--- config.mk ---
export PLATFORM = sky130hd
export DESIGN_NAME = pc_sequencer
export DESIGN_NICKNAME = d
export VERILOG_FILES = /design/src/rtl/pc_seq_pkg.sv /design/src/rtl/branch_target_gen.sv /design/src/rtl/pc_sequencer.sv
export SDC_FILE = /design/constraint.sdc
export NUM_CORES = 1
export LEC_CHECK = 0
export CAP_MARGIN = 20
export CORE_ASPECT_RATIO = 0.9
export CORE_UTILIZATION = 35
export CTS_CLUSTER_SIZE = 8
export DETAILED_ROUTE_END_ITERATION = 8
export PLACE_DENSITY = 0.67
export SYNTH_ARGS = -nofsm -noshare
export SYNTH_HDL_FRONTEND = slang
export SYNTH_SLANG_ARGS = --single-unit
--- constraint.sdc ---
create_clock -name clk -period 7.5 [get_ports clk]
set_input_delay 1.5 -clock clk [delete_from_list [all_inputs] [get_ports clk]]
set_output_delay 1.5 -clock clk [all_outputs]
set_load 0.05 [all_outputs]
--- src/rtl/pc_seq_pkg.sv ---
// Shared encodings for the fetch PC sequencer: branch opcodes, FSM states, reset vector.
package pc_seq_pkg;

  typedef enum logic [1:0] {
    BR_NONE = 2'b00,
    BR_BEQ  = 2'b01,
    BR_BNE  = 2'b10,
    BR_J    = 2'b11
  } br_op_e;

  typedef enum logic [1:0] {
    ST_RUN   = 2'b00,
    ST_FLUSH = 2'b01,
    ST_HALT  = 2'b10
  } state_e;

  localparam logic [31:0] DEFAULT_RESET_PC = 32'h0000_0000;

endpackage

--- src/rtl/branch_target_gen.sv ---
// Branch/jump target datapath: sign-extend, word-shift and add, or jump-field splice.
// Purely combinational, zero latency, no flow control.
module branch_target_gen
  import pc_seq_pkg::*;
(
  input  logic [15:0] imm_i,
  input  logic [25:0] jaddr_i,
  input  logic [31:0] br_pc_i,
  input  logic        is_jump,
  output logic [31:0] target_o
);

  logic [31:0] br_off;

  assign br_off   = {{14{imm_i[15]}}, imm_i, 2'b00};
  assign target_o = is_jump ? {br_pc_i[31:28], jaddr_i, 2'b00} : (br_pc_i + br_off);

endmodule

--- src/rtl/pc_sequencer.sv ---
// Fetch PC owner: picks sequential/branch/jump/hold/halt each cycle, times the wrong-path flush.
// PC and flush update on the edge after the decision; stall_i holds the PC and defers any taken branch.
module pc_sequencer
  import pc_seq_pkg::*;
#(
  parameter logic [31:0] RESET_PC     = DEFAULT_RESET_PC,
  parameter int          FLUSH_CYCLES = 1,
  parameter int          CNT_W        = 16
) (
  input  logic             clk,
  input  logic             rst_n,
  input  logic             stall_i,
  input  logic             halt_i,
  input  logic             resume_i,
  input  logic             br_valid_i,
  input  logic [1:0]       br_op_i,
  input  logic             rs_eq_i,
  input  logic [15:0]      imm_i,
  input  logic [25:0]      jaddr_i,
  input  logic [31:0]      br_pc_i,
  output logic [31:0]      pc_o,
  output logic [31:0]      pc_plus4_o,
  output logic [31:0]      target_o,
  output logic             redirect_o,
  output logic             flush_o,
  output logic             halted_o,
  output logic [CNT_W-1:0] taken_cnt_o
);

  localparam logic [1:0] FLUSH_INIT = 2'(FLUSH_CYCLES - 1);

  state_e     state;
  br_op_e     op;
  logic [1:0] flush_cnt;
  logic       taken;

  assign op = br_op_e'(br_op_i);

  branch_target_gen u_tgt (
    .imm_i    (imm_i),
    .jaddr_i  (jaddr_i),
    .br_pc_i  (br_pc_i),
    .is_jump  (op == BR_J),
    .target_o (target_o)
  );

  assign taken = br_valid_i & (((op == BR_BEQ) & rs_eq_i) |
                               ((op == BR_BNE) & ~rs_eq_i) |
                               (op == BR_J));

  // Outside RUN the resolving instruction is wrong-path or frozen, so it never redirects.
  assign redirect_o = taken & (state == ST_RUN) & ~stall_i & ~halt_i;
  assign pc_plus4_o = pc_o + 32'd4;
  assign halted_o   = (state == ST_HALT);

  always_ff @(posedge clk or negedge rst_n) begin
    if (!rst_n) begin
      state       <= ST_RUN;
      pc_o        <= RESET_PC;
      flush_o     <= 1'b0;
      flush_cnt   <= 2'd0;
      taken_cnt_o <= '0;
    end else begin
      case (state)
        ST_RUN: begin
          if (halt_i) begin
            state <= ST_HALT;
          end else if (redirect_o) begin
            pc_o      <= target_o;
            state     <= ST_FLUSH;
            flush_o   <= 1'b1;
            flush_cnt <= FLUSH_INIT;
            if (taken_cnt_o != '1) taken_cnt_o <= taken_cnt_o + CNT_W'(1);
          end else if (!stall_i) begin
            pc_o <= pc_plus4_o;
          end
        end
        ST_FLUSH: begin
          // Halting abandons the remaining flush; the hazard unit drains the wrong path.
          if (halt_i) begin
            state     <= ST_HALT;
            flush_o   <= 1'b0;
            flush_cnt <= 2'd0;
          end else begin
            if (!stall_i) pc_o <= pc_plus4_o;
            if (flush_cnt == 2'd0) begin
              state   <= ST_RUN;
              flush_o <= 1'b0;
            end else begin
              flush_cnt <= flush_cnt - 2'd1;
            end
          end
        end
        ST_HALT: begin
          if (resume_i) state <= ST_RUN;
        end
        default: begin
          state   <= ST_RUN;
          flush_o <= 1'b0;
        end
      endcase
    end
  end

endmodule

==> results.md <==
- TritonCTS Buffers: 5
- Ports: 198
- Filler Cells Inserted: 1,278
- Worst IR drop on VDD: 0.0003504 V
- Net Count, Synth: 739
- Rows: 40
- Final number of max-transition violations: 0
- P_leak: 2.955 nW
- Die Wd: 127.1 um
- Worst Clk Skew: 4.410 ps
- Worst Setup SP: imm_i[0]
- ANT cells: 0
- Clock Pin Slew Worst Setup and Hold Paths: 70 ps
- Postcts setup bufs: 0
- Cts repair resizes: 0
- HPWL Detailed: 13,680 um
- Routed Antenna Nets: 0
- Power density cells: 300.2 nW/um^2
- Core area: 13,560 um^2
- CTS tree: done
- Switching Fraction: 53.37%
- P_int: 1.013 mW
- NumNets Final: 920
- RSZ-0062 raised after global routing: false
- F_max: 148.9 MHz
- Root Buffer: clkbuf_16
- Syn Std Cell Area: 4926 um^2
- Max_cap viols: 0
- Synth unique cells: 66
- WP data required: 6000 ps
- Sequential area share after synthesis: 26.92%
- Synth-to-layout area growth: 46.91%
- Gate count of the mapped netlist: 623
- Critical path fanouts, max: 4
- Max Buffers Root-to-Sink: 2
- First-pass GRT wire length: 27,630 um
- Buffers on Ports: 197
- Area leader, netlist: dfrtp_1
- Gr ovfl total: 0
- FF-to-FF Start: state[1]
- Commonest cells after routing, fill and taps aside: clkdlybuf4s50_1 (196), nor2_1 (74), nand2_1 (73), dfrtp_1 (53), a21oi_1 (49)
- Post-synthesis area per instance: 7.907 um^2
- Most common cell after layout, fill and taps aside: clkdlybuf4s50_1
- Primary FF master, synth: dfrtp_1
- Worst Reg2Reg Path Length in Cells: 11
- Relative slew slack: 44.61%
- Worst-Margin Slew: 830.8 ps
- Critical path endpoint: target_o[28]
- Final worst path period need: 6714 ps
- Clock Sink Count: 53
- Seq pwr share: 21.6%
- Initial antenna violation count: 0
- Ys async rst share: 100.0%
- # DRC: 0
- Drt first pass iters: 4
- Final WL: 17,600 um
- Total negative slack: 0 ps
- Drt wl/cell: 17.70 um
- Reg-to-reg endpoint: pc_o[30]
- Crit end category: output port
- GP Congestion: 0.8567
- Crit path DAT: 5210 ps
- Comb pwr share: 65.6%
- HP Class: reg2reg
- Final period utilization: 89.52%
- Die Ht: 114.5 um
- Tot Pwr: 2.173 mW
- Crit Path Class: in2out
- Top post-synthesis cells by area: dfrtp_1 (27%), ha_1 (8.1%), xnor2_1 (7.6%)
- FF+latch count, synth: 53
- EDFF count, synth: 0
- Syn. warnings: 0
- Critical Path Source Type: primary input
- Number of global-route vias before repair: 5,281
- Vias per inst: 5.387
- Post-synth top area share: 26.92%
- Tot GR Track Use: 24.09%
- Die area: 14,550 um^2
- Endpoints failing setup: 0
- Fin. Hold Viols: 0
- Pin count of the biggest net entering global routing: 54
- Initial core utilization: 36.32%
- 1st-iter DRT viols: 309
- CTS H-tree depth: 2
- Share of layout cells above drive strength 1: 5.839%
- Status: finished, final reports clean
- Skew-Pair Late Insertion Delay: 290 ps
- Reg2reg setup slack: 4690 ps
- P_sw: 1.160 mW
- Clk pwr share: 12.8%
- Via count: 5,355
- Hold buffer count at cts: 0
synth_stat cells (3+ instances only):
cell	count
a211o_1	3
a211oi_1	6
a21o_1	19
a21oi_1	49
a21oi_2	5
a31oi_1	8
and2_1	5
and3_1	13
buf_1	3
buf_2	3
clkbuf_1	21
dfrtp_1	53
ha_1	32
inv_1	14
mux2_2	5
nand2_1	73
nand2b_1	3
nand3_1	28
nand4_1	16
nor2_1	74
nor2b_1	4
nor3_1	5
nor3_2	3
o21a_1	6
o21ai_0	29
o21ai_1	5
o21ai_2	5
o21bai_1	5
o22a_1	5
o22ai_1	9
or3_1	3
xnor2_1	43
xor2_1	24
registers in the layout, indices dropped and copies added (netlist names):
name,count
state,2
flush_o,1
pc_o,32
taken_cnt_o,16
flush_cnt,2
how the worst min path moves through the flow:
stage,startpoint,endpoint,slack (ps),depth (start not counted)
6_report,taken_cnt_o[12],taken_cnt_o[12],490,1
5_1_grt,taken_cnt_o[12],taken_cnt_o[12],520,1
3_5_place_dp,taken_cnt_o[12],taken_cnt_o[12],480,1
3_3_place_gp,flush_cnt[1],flush_cnt[1],470,2
4_1_cts,taken_cnt_o[12],taken_cnt_o[12],500,1
2_1_floorplan,flush_cnt[1],flush_cnt[1],450,2
power groups by stage:
stage          registers [mW]  clock network, mW  logic [mW]
2_1_floorplan           0.688                  0       0.701
3_3_place_gp            0.467                  0        1.41
3_5_place_dp            0.473                  0        1.42
4_1_cts                 0.469              0.283        1.43
5_1_grt                 0.484              0.293        1.49
6_report                0.470              0.278        1.42
stage by stage:
stage	util, %	std cells	hold slack (ps)	setup slack [ps]	cell area, um^2
finish	53.36	994	490.9	786.2	7237
global route	53.36	994	520.4	529.0	7237
CTS	53.36	994	495.9	778.8	7237
detailed placement	52.06	986	479.7	780.4	7061
global placement	51.97	985	465.3	794.4	7049
floorplan	-	623	449.8	1365	4926
kinds of logic (layout without fill, tap and decap cells):
logic type | Yosys count | after routing | synth area share [%]
buf+inv | 44 | 226 | 3.607
fa+ha+maj | 33 | 33 | 8.534
mux | 8 | 8 | 1.879
compound gates | 177 | 177 | 24.10
simple gates | 241 | 241 | 23.04
flops | 53 | 53 | 26.92
xor+xnor | 67 | 67 | 11.91
per-layer routing:
layer / wire length, um / part of all wire [%] / track usage (%)
met2: 8316 / 47 / 41.39
met4: 314 / 1.8 / 5.635
met5: 0 / 0 / 0
met1: 7669 / 44 / 30.30
met3: 1296 / 7.4 / 6.121
cell type report:
cell class	instances	area, um^2	area share, %
flip-flops and latches	53	1326	18.33
well taps	189	236.5	3.268
clock buffers	6	138.9	1.919
multi-input cells	526	3422	47.29
inverters	14	52.55	0.7261
repair buffers	204	2023	27.96
clock inverters	2	37.54	0.5187
worst max-delay path: stages:
cell and delay (ps):
clkdlybuf4s50_1 400, ha_1 220, fa_1 430, a211oi_1 380, o21ai_1 120, a21oi_1 250, o21ai_2 160, a21oi_2 220
o21ai_2 100, and2_1 190, a21oi_1 180, xor2_1 80, o21ai_0 160, clkdlybuf4s50_1 830
Power figures use the tool's default switching activity.
